<file path="src/rtl/led_mode_ctrl_if.sv">
// Pin-side bundle of the LED mode controller: raw key in, LED drive and status out.
// The controller takes the slave view; whatever drives the key takes the master view.
interface led_mode_ctrl_if;
    logic       key;
    logic       led;
    logic [2:0] mode;
    logic       press_pulse;

    modport master (output key, input led, mode, press_pulse);
    modport slave  (input key, output led, mode, press_pulse);
endinterface

</file>
<file path="src/rtl/led_mode_ctrl.sv">
// Push-button LED sequencer: the key is synchronised and debounced, and each press steps
// the LED through OFF, ON, slow blink, fast blink and PWM breathing.
module led_mode_ctrl #(
    parameter int DEB_CYCLES = 1000000,
    parameter int SLOW_HALF  = 25000000,
    parameter int FAST_HALF  = 5000000,
    parameter int PWM_PERIOD = 1000,
    parameter int BREATH_DIV = 25
) (
    input logic            sys_clk,
    input logic            sys_rst,
    led_mode_ctrl_if.slave io
);
    localparam int DEB_W     = (DEB_CYCLES > 1) ? $clog2(DEB_CYCLES) : 1;
    localparam int BLINK_MAX = (SLOW_HALF > FAST_HALF) ? SLOW_HALF : FAST_HALF;
    localparam int BLINK_W   = (BLINK_MAX > 1) ? $clog2(BLINK_MAX) : 1;
    localparam int PWM_W     = (PWM_PERIOD > 1) ? $clog2(PWM_PERIOD) : 1;
    localparam int DUTY_W    = $clog2(PWM_PERIOD + 1);
    localparam int DIV_W     = (BREATH_DIV > 1) ? $clog2(BREATH_DIV) : 1;

    localparam logic [DEB_W-1:0]   DEB_LAST  = DEB_W'(DEB_CYCLES - 1);
    localparam logic [BLINK_W-1:0] SLOW_LAST = BLINK_W'(SLOW_HALF - 1);
    localparam logic [BLINK_W-1:0] FAST_LAST = BLINK_W'(FAST_HALF - 1);
    localparam logic [PWM_W-1:0]   PWM_LAST  = PWM_W'(PWM_PERIOD - 1);
    localparam logic [DIV_W-1:0]   DIV_LAST  = DIV_W'(BREATH_DIV - 1);
    localparam logic [DUTY_W-1:0]  DUTY_MAX  = DUTY_W'(PWM_PERIOD);
    localparam logic [DUTY_W-1:0]  DUTY_ONE  = DUTY_W'(1);

    typedef enum logic [2:0] {
        MODE_OFF    = 3'd0,
        MODE_ON     = 3'd1,
        MODE_SLOW   = 3'd2,
        MODE_FAST   = 3'd3,
        MODE_BREATH = 3'd4
    } mode_t;

    logic             sync1_reg, sync2_reg;
    logic             stable_reg, stable_d_reg;
    logic             press_reg;
    logic [DEB_W-1:0] deb_cnt_reg;

    // A level is accepted only after DEB_CYCLES consecutive disagreeing samples.
    always_ff @(posedge sys_clk or posedge sys_rst) begin
        if (sys_rst) begin
            sync1_reg    <= 1'b1;
            sync2_reg    <= 1'b1;
            stable_reg   <= 1'b1;
            stable_d_reg <= 1'b1;
            deb_cnt_reg  <= '0;
            press_reg    <= 1'b0;
        end else begin
            sync1_reg    <= io.key;
            sync2_reg    <= sync1_reg;
            stable_d_reg <= stable_reg;
            press_reg    <= stable_d_reg & ~stable_reg;
            if (sync2_reg == stable_reg) begin
                deb_cnt_reg <= '0;
            end else if (deb_cnt_reg == DEB_LAST) begin
                stable_reg  <= sync2_reg;
                deb_cnt_reg <= '0;
            end else begin
                deb_cnt_reg <= deb_cnt_reg + 1'b1;
            end
        end
    end

    mode_t              mode_reg, mode_next;
    logic               mode_legal;
    logic               led_reg, level_reg, dir_down_reg;
    logic [BLINK_W-1:0] blink_cnt_reg, blink_last;
    logic [PWM_W-1:0]   pwm_cnt_reg;
    logic [DIV_W-1:0]   div_cnt_reg;
    logic [DUTY_W-1:0]  duty_reg;

    always_comb begin
        mode_next  = MODE_OFF;
        mode_legal = 1'b1;
        case (mode_reg)
            MODE_OFF:    mode_next = MODE_ON;
            MODE_ON:     mode_next = MODE_SLOW;
            MODE_SLOW:   mode_next = MODE_FAST;
            MODE_FAST:   mode_next = MODE_BREATH;
            MODE_BREATH: mode_next = MODE_OFF;
            default:     mode_legal = 1'b0;
        endcase
        blink_last = (mode_reg == MODE_FAST) ? FAST_LAST : SLOW_LAST;
    end

    always_ff @(posedge sys_clk or posedge sys_rst) begin
        if (sys_rst) begin
            mode_reg      <= MODE_OFF;
            led_reg       <= 1'b0;
            level_reg     <= 1'b1;
            dir_down_reg  <= 1'b0;
            blink_cnt_reg <= '0;
            pwm_cnt_reg   <= '0;
            div_cnt_reg   <= '0;
            duty_reg      <= '0;
        end else begin
            case (mode_reg)
                MODE_ON:              led_reg <= 1'b1;
                MODE_SLOW, MODE_FAST: led_reg <= level_reg;
                MODE_BREATH:          led_reg <= (DUTY_W'(pwm_cnt_reg) < duty_reg);
                default:              led_reg <= 1'b0;
            endcase

            // A mode change takes priority over any blink or duty step on the same edge.
            if (press_reg || !mode_legal) begin
                mode_reg      <= mode_next;
                level_reg     <= 1'b1;
                dir_down_reg  <= 1'b0;
                blink_cnt_reg <= '0;
                pwm_cnt_reg   <= '0;
                div_cnt_reg   <= '0;
                duty_reg      <= '0;
            end else if (mode_reg == MODE_SLOW || mode_reg == MODE_FAST) begin
                if (blink_cnt_reg == blink_last) begin
                    blink_cnt_reg <= '0;
                    level_reg     <= ~level_reg;
                end else begin
                    blink_cnt_reg <= blink_cnt_reg + 1'b1;
                end
            end else if (mode_reg == MODE_BREATH) begin
                if (pwm_cnt_reg == PWM_LAST) begin
                    pwm_cnt_reg <= '0;
                    if (div_cnt_reg == DIV_LAST) begin
                        div_cnt_reg <= '0;
                        if (dir_down_reg) begin
                            duty_reg <= duty_reg - DUTY_ONE;
                            if (duty_reg == DUTY_ONE) dir_down_reg <= 1'b0;
                        end else begin
                            duty_reg <= duty_reg + DUTY_ONE;
                            if (duty_reg == DUTY_MAX - DUTY_ONE) dir_down_reg <= 1'b1;
                        end
                    end else begin
                        div_cnt_reg <= div_cnt_reg + 1'b1;
                    end
                end else begin
                    pwm_cnt_reg <= pwm_cnt_reg + 1'b1;
                end
            end
        end
    end

    assign io.led         = led_reg;
    assign io.mode        = mode_reg;
    assign io.press_pulse = press_reg;
endmodule

</file>
<file path="src/flat_wrapper.sv">
// flat-port wrapper written by rule: the top's interface ports become plain ports
module led_mode_ctrl_flat 
#(
    parameter int DEB_CYCLES = 1000000,
    parameter int SLOW_HALF  = 25000000,
    parameter int FAST_HALF  = 5000000,
    parameter int PWM_PERIOD = 1000,
    parameter int BREATH_DIV = 25
)
  (sys_clk, sys_rst, io_key, io_led, io_mode, io_press_pulse);
  led_mode_ctrl_if io_i ();
  input logic sys_clk;
  input logic sys_rst;
  input wire logic [$bits(io_i.key)-1:0] io_key;
  output wire logic [$bits(io_i.led)-1:0] io_led;
  output wire logic [$bits(io_i.mode)-1:0] io_mode;
  output wire logic [$bits(io_i.press_pulse)-1:0] io_press_pulse;
  assign io_i.key = io_key;
  assign io_led = io_i.led;
  assign io_mode = io_i.mode;
  assign io_press_pulse = io_i.press_pulse;
  led_mode_ctrl #(.DEB_CYCLES(DEB_CYCLES), .SLOW_HALF(SLOW_HALF), .FAST_HALF(FAST_HALF), .PWM_PERIOD(PWM_PERIOD), .BREATH_DIV(BREATH_DIV)) u_core (.sys_clk(sys_clk), .sys_rst(sys_rst), .io(io_i));
endmodule
</file>
<file path="config.mk">
export PLATFORM = sky130hd
export DESIGN_NAME = led_mode_ctrl_flat
export DESIGN_NICKNAME = d
export VERILOG_FILES = /design/src/rtl/led_mode_ctrl_if.sv /design/src/rtl/led_mode_ctrl.sv /design/src/flat_wrapper.sv
export SDC_FILE = /design/constraint.sdc
export NUM_CORES = 1
export LEC_CHECK = 0
export CAP_MARGIN = 10
export CORE_UTILIZATION = 56
export DETAILED_ROUTE_END_ITERATION = 8
export GPL_ROUTABILITY_DRIVEN = 1
export PLACE_DENSITY = 0.76
export SYNTH_ARGS = -nofsm -noshare
export SYNTH_HDL_FRONTEND = slang
export SYNTH_SLANG_ARGS = --single-unit
</file>
<file path="constraint.sdc">
create_clock -name sys_clk -period 2.5 [get_ports sys_clk]
set_input_delay 0.375 -clock sys_clk [delete_from_list [all_inputs] [get_ports sys_clk]]
set_output_delay 0.375 -clock sys_clk [all_outputs]
set_load 0.02 [all_outputs]
</file>
==> flow_summary.toml <==
[setup_path]
crit_fanout = 16
critPathLaunch = "u_core.io.mode[0]"
timing.rr.end = "u_core.blink_cnt_reg[23]"
cp.required_ns = 2.74
r2r-start = "u_core.io.mode[0]"
path_class = "reg2reg"
r2r_slack_ns = 0.23
critPathLaunchType = "flop"
arrival_ns = 2.51
worstSetupEndpoint = "u_core.blink_cnt_reg[23]"
reg2reg_depth = 6
end_kind = "flop"

[global_routing]
antenna_found_initial = 0
grtUsageMet2 = 0.4035
grt_pass1_wl_um = 15950
grt_max_degree = 37
grt_util_all_layers = 0.2390
grt_use_met1 = 0.3024
use_met3 = 0.04726
grt-ovfl-total = 0
grt_pass1_vias = 3514
busiest_layer = "met2"

[logic_synthesis]
post-synth-top-area-fraction = 0.4209
synth_nets = 496
synthArstFlopShare = 1.000
yosysSeqAreaShare = 0.4500
postSynthCellCount = 476
synth_commonest_cells = "dfrtp_1 (76), nor2_1 (71), nand3_1 (29)"
ys_types = 57
ys.flop_type = "dfrtp_1"
ys_warn_count = 0
synth_enable_flop_cells = 0
avgSynthCellArea_um2 = 9.492
yosysMostFrequentCell = "dfrtp_1"
synth_seq_cells = 81
synth_area_um2 = 4518
synth_top_area_cell = "dfrtp_1"
synth_area_leaders = "dfrtp_1 (42%), nor2_1 (5.9%), xnor2_1 (5.0%)"

[cells_and_area]
layout.nets = 515
final_util = 0.6384
fill_cells = 665
area_delta_synth_final_pct = 9.748
drive_gt1_frac = 0.09200
num_antenna_cells = 0
largest_register_ffs = 25

[clock_network]
clock_latency_ns = 0.36
cts_buffer_depth = 2
cts_max_level = 3
cts_sinks = 81
root_buffer = "clkbuf_8"
cts_buffers = 9
clk_pin_slew_ns = 0.08
cts_tree = "yes"
cts_hold_buf = 0
post_cts_buffers = 0

[power]
p_comb_frac = 0.020
p_int_mw = 1.815
p_switching_mw = 0.5201
power_density_nw_per_um2 = 470.8
ir_worst_vdd_mv = 0.3086
pwr-share-seq = 0.566
p_leak_nw = 2.146
clock_power_share = 0.414
switching_share = 0.2228

[sta]
period_share = 0.9094
fin_skew_ns = 0.009424
final_hold_viol_count = 0
worst_pin_slew_ns = 0.6427
clock.fmax_mhz = 439.8
min_period_ns = 2.274
finalSetupViolations = 0
setup_tns_ns = 0
relSlewSlack = 0.5710
drv_slew = 0
rsz0062_at_grt = "false"

[placement]
io_buffers = 7
place.gp.congestion = 0.8787
hpwlAfterDp_um = 6508

[floorplan]
io_pins = 8
dieArea_um2 = 8431
placementRows = 32
start_util = 0.5817
fp.coreArea_um2 = 7767
fp.dieW_um = 91.82
die_h_um = 91.82

[drt]
drc = 0
wirelength_um = 9086
routed_wire_length_per_instance_um = 15.09
vias = 3524
viasPerCell = 5.854
ant_nets = 0
drt_iter0_markers = 149
firstDrtPassIters = 4

[job]
drv_cap = 0

[run_status]
status = "finished, final reports clean"

[worst_hold_path]
hold_path_class = "reg2reg"
-- cell usage in the layout, fill, tap and decap left out, types with 12 or more instances in the layout --
master	count
a21oi_1	17
buf_4	12
dfrtp_1	76
ha_1	17
inv_1	21
nand2_1	26
nand3_1	29
nand4_1	20
nor2_1	71
o21ai_0	15
xnor2_1	26
xor2_1	24
-- worst max-delay path: stages, from the launching register on --
cell	delay, ns
dfrtp_1	0.43
and3b_1	0.23
or4b_1	0.47
a2111o_1	0.53
a21oi_4	0.18
buf_4	0.23
nor2_1	0.07
-- cells by family (layout without fill, tap and decap cells) --
| group | after synthesis | after routing | share of synthesized area |
|---|---|---|---|
| compound gates | 62 | 62 | 0.09111 |
| fa+ha+maj | 17 | 17 | 0.04708 |
| mux | 4 | 4 | 0.009415 |
| simple gates | 228 | 228 | 0.2714 |
| flops | 81 | 81 | 0.4500 |
| xor+xnor | 50 | 50 | 0.09693 |
| buf+inv | 34 | 58 | 0.03406 |
-- power groups by stage --
stage          Combinational [mW]  Clock, mW  Sequential [mW]
6_report                   0.0472      0.967             1.32
3_5_place_dp               0.0497          0             1.35
5_1_grt                    0.0564       1.04             1.32
4_1_cts                    0.0499      0.987             1.32
2_1_floorplan              0.0308          0             1.35
3_3_place_gp               0.0489          0             1.35
-- timing repair --
action                                  in CTS  in global routing
gates resized for setup                      0                  1
hold endpoints to repair                     0                  0
endpoints found under the setup margin       0                  1
-- worst min-delay path by stage --
stage | cells after the start | endpoint | slack [ns] | start
after floorplan | 0 | u_core.sync2_reg | 0.35 | u_core.sync1_reg
after global placement | 0 | u_core.sync2_reg | 0.35 | u_core.sync1_reg
after detailed placement | 0 | u_core.sync2_reg | 0.35 | u_core.sync1_reg
after CTS | 0 | u_core.sync2_reg | 0.36 | u_core.sync1_reg
after global routing | 0 | u_core.sync2_reg | 0.37 | u_core.sync1_reg
final | 0 | u_core.sync2_reg | 0.36 | u_core.sync1_reg
-- cell type report --
type | instances | area, um2 | share of cell area
sequential | 81 | 2033 | 0.4100
clock buffer | 11 | 141.4 | 0.02851
timing repair buffer | 20 | 180.2 | 0.03634
inverter | 22 | 83.83 | 0.01691
multi-input combinational | 361 | 2337 | 0.4714
tap | 102 | 127.6 | 0.02574
clock inverter | 5 | 55.05 | 0.01110
-- per-stage QoR --
step / hold WS [ns] / total power [mW] / area (um2) / cells / worst slack [ns]
after floorplan: 0.3452 / 1.376 / 4518 / 476 / 0.05319
after global placement: 0.3479 / 1.395 / 4756 / 586 / 0.2851
after detailed placement: 0.3506 / 1.396 / 4756 / 586 / 0.2707
after CTS: 0.3625 / 2.357 / 4952 / 602 / 0.2202
after global routing: 0.3663 / 2.413 / 4959 / 602 / 0.07437
final: 0.3621 / 2.335 / 4959 / 602 / 0.2264
-- per-layer routing --
metal,routed length [um],vias up
met5,0,-
met3,287,15
met2,4378,74
li1,-,1729
met1,4231,1706
met4,189,0
Power figures use the tool's default switching activity.
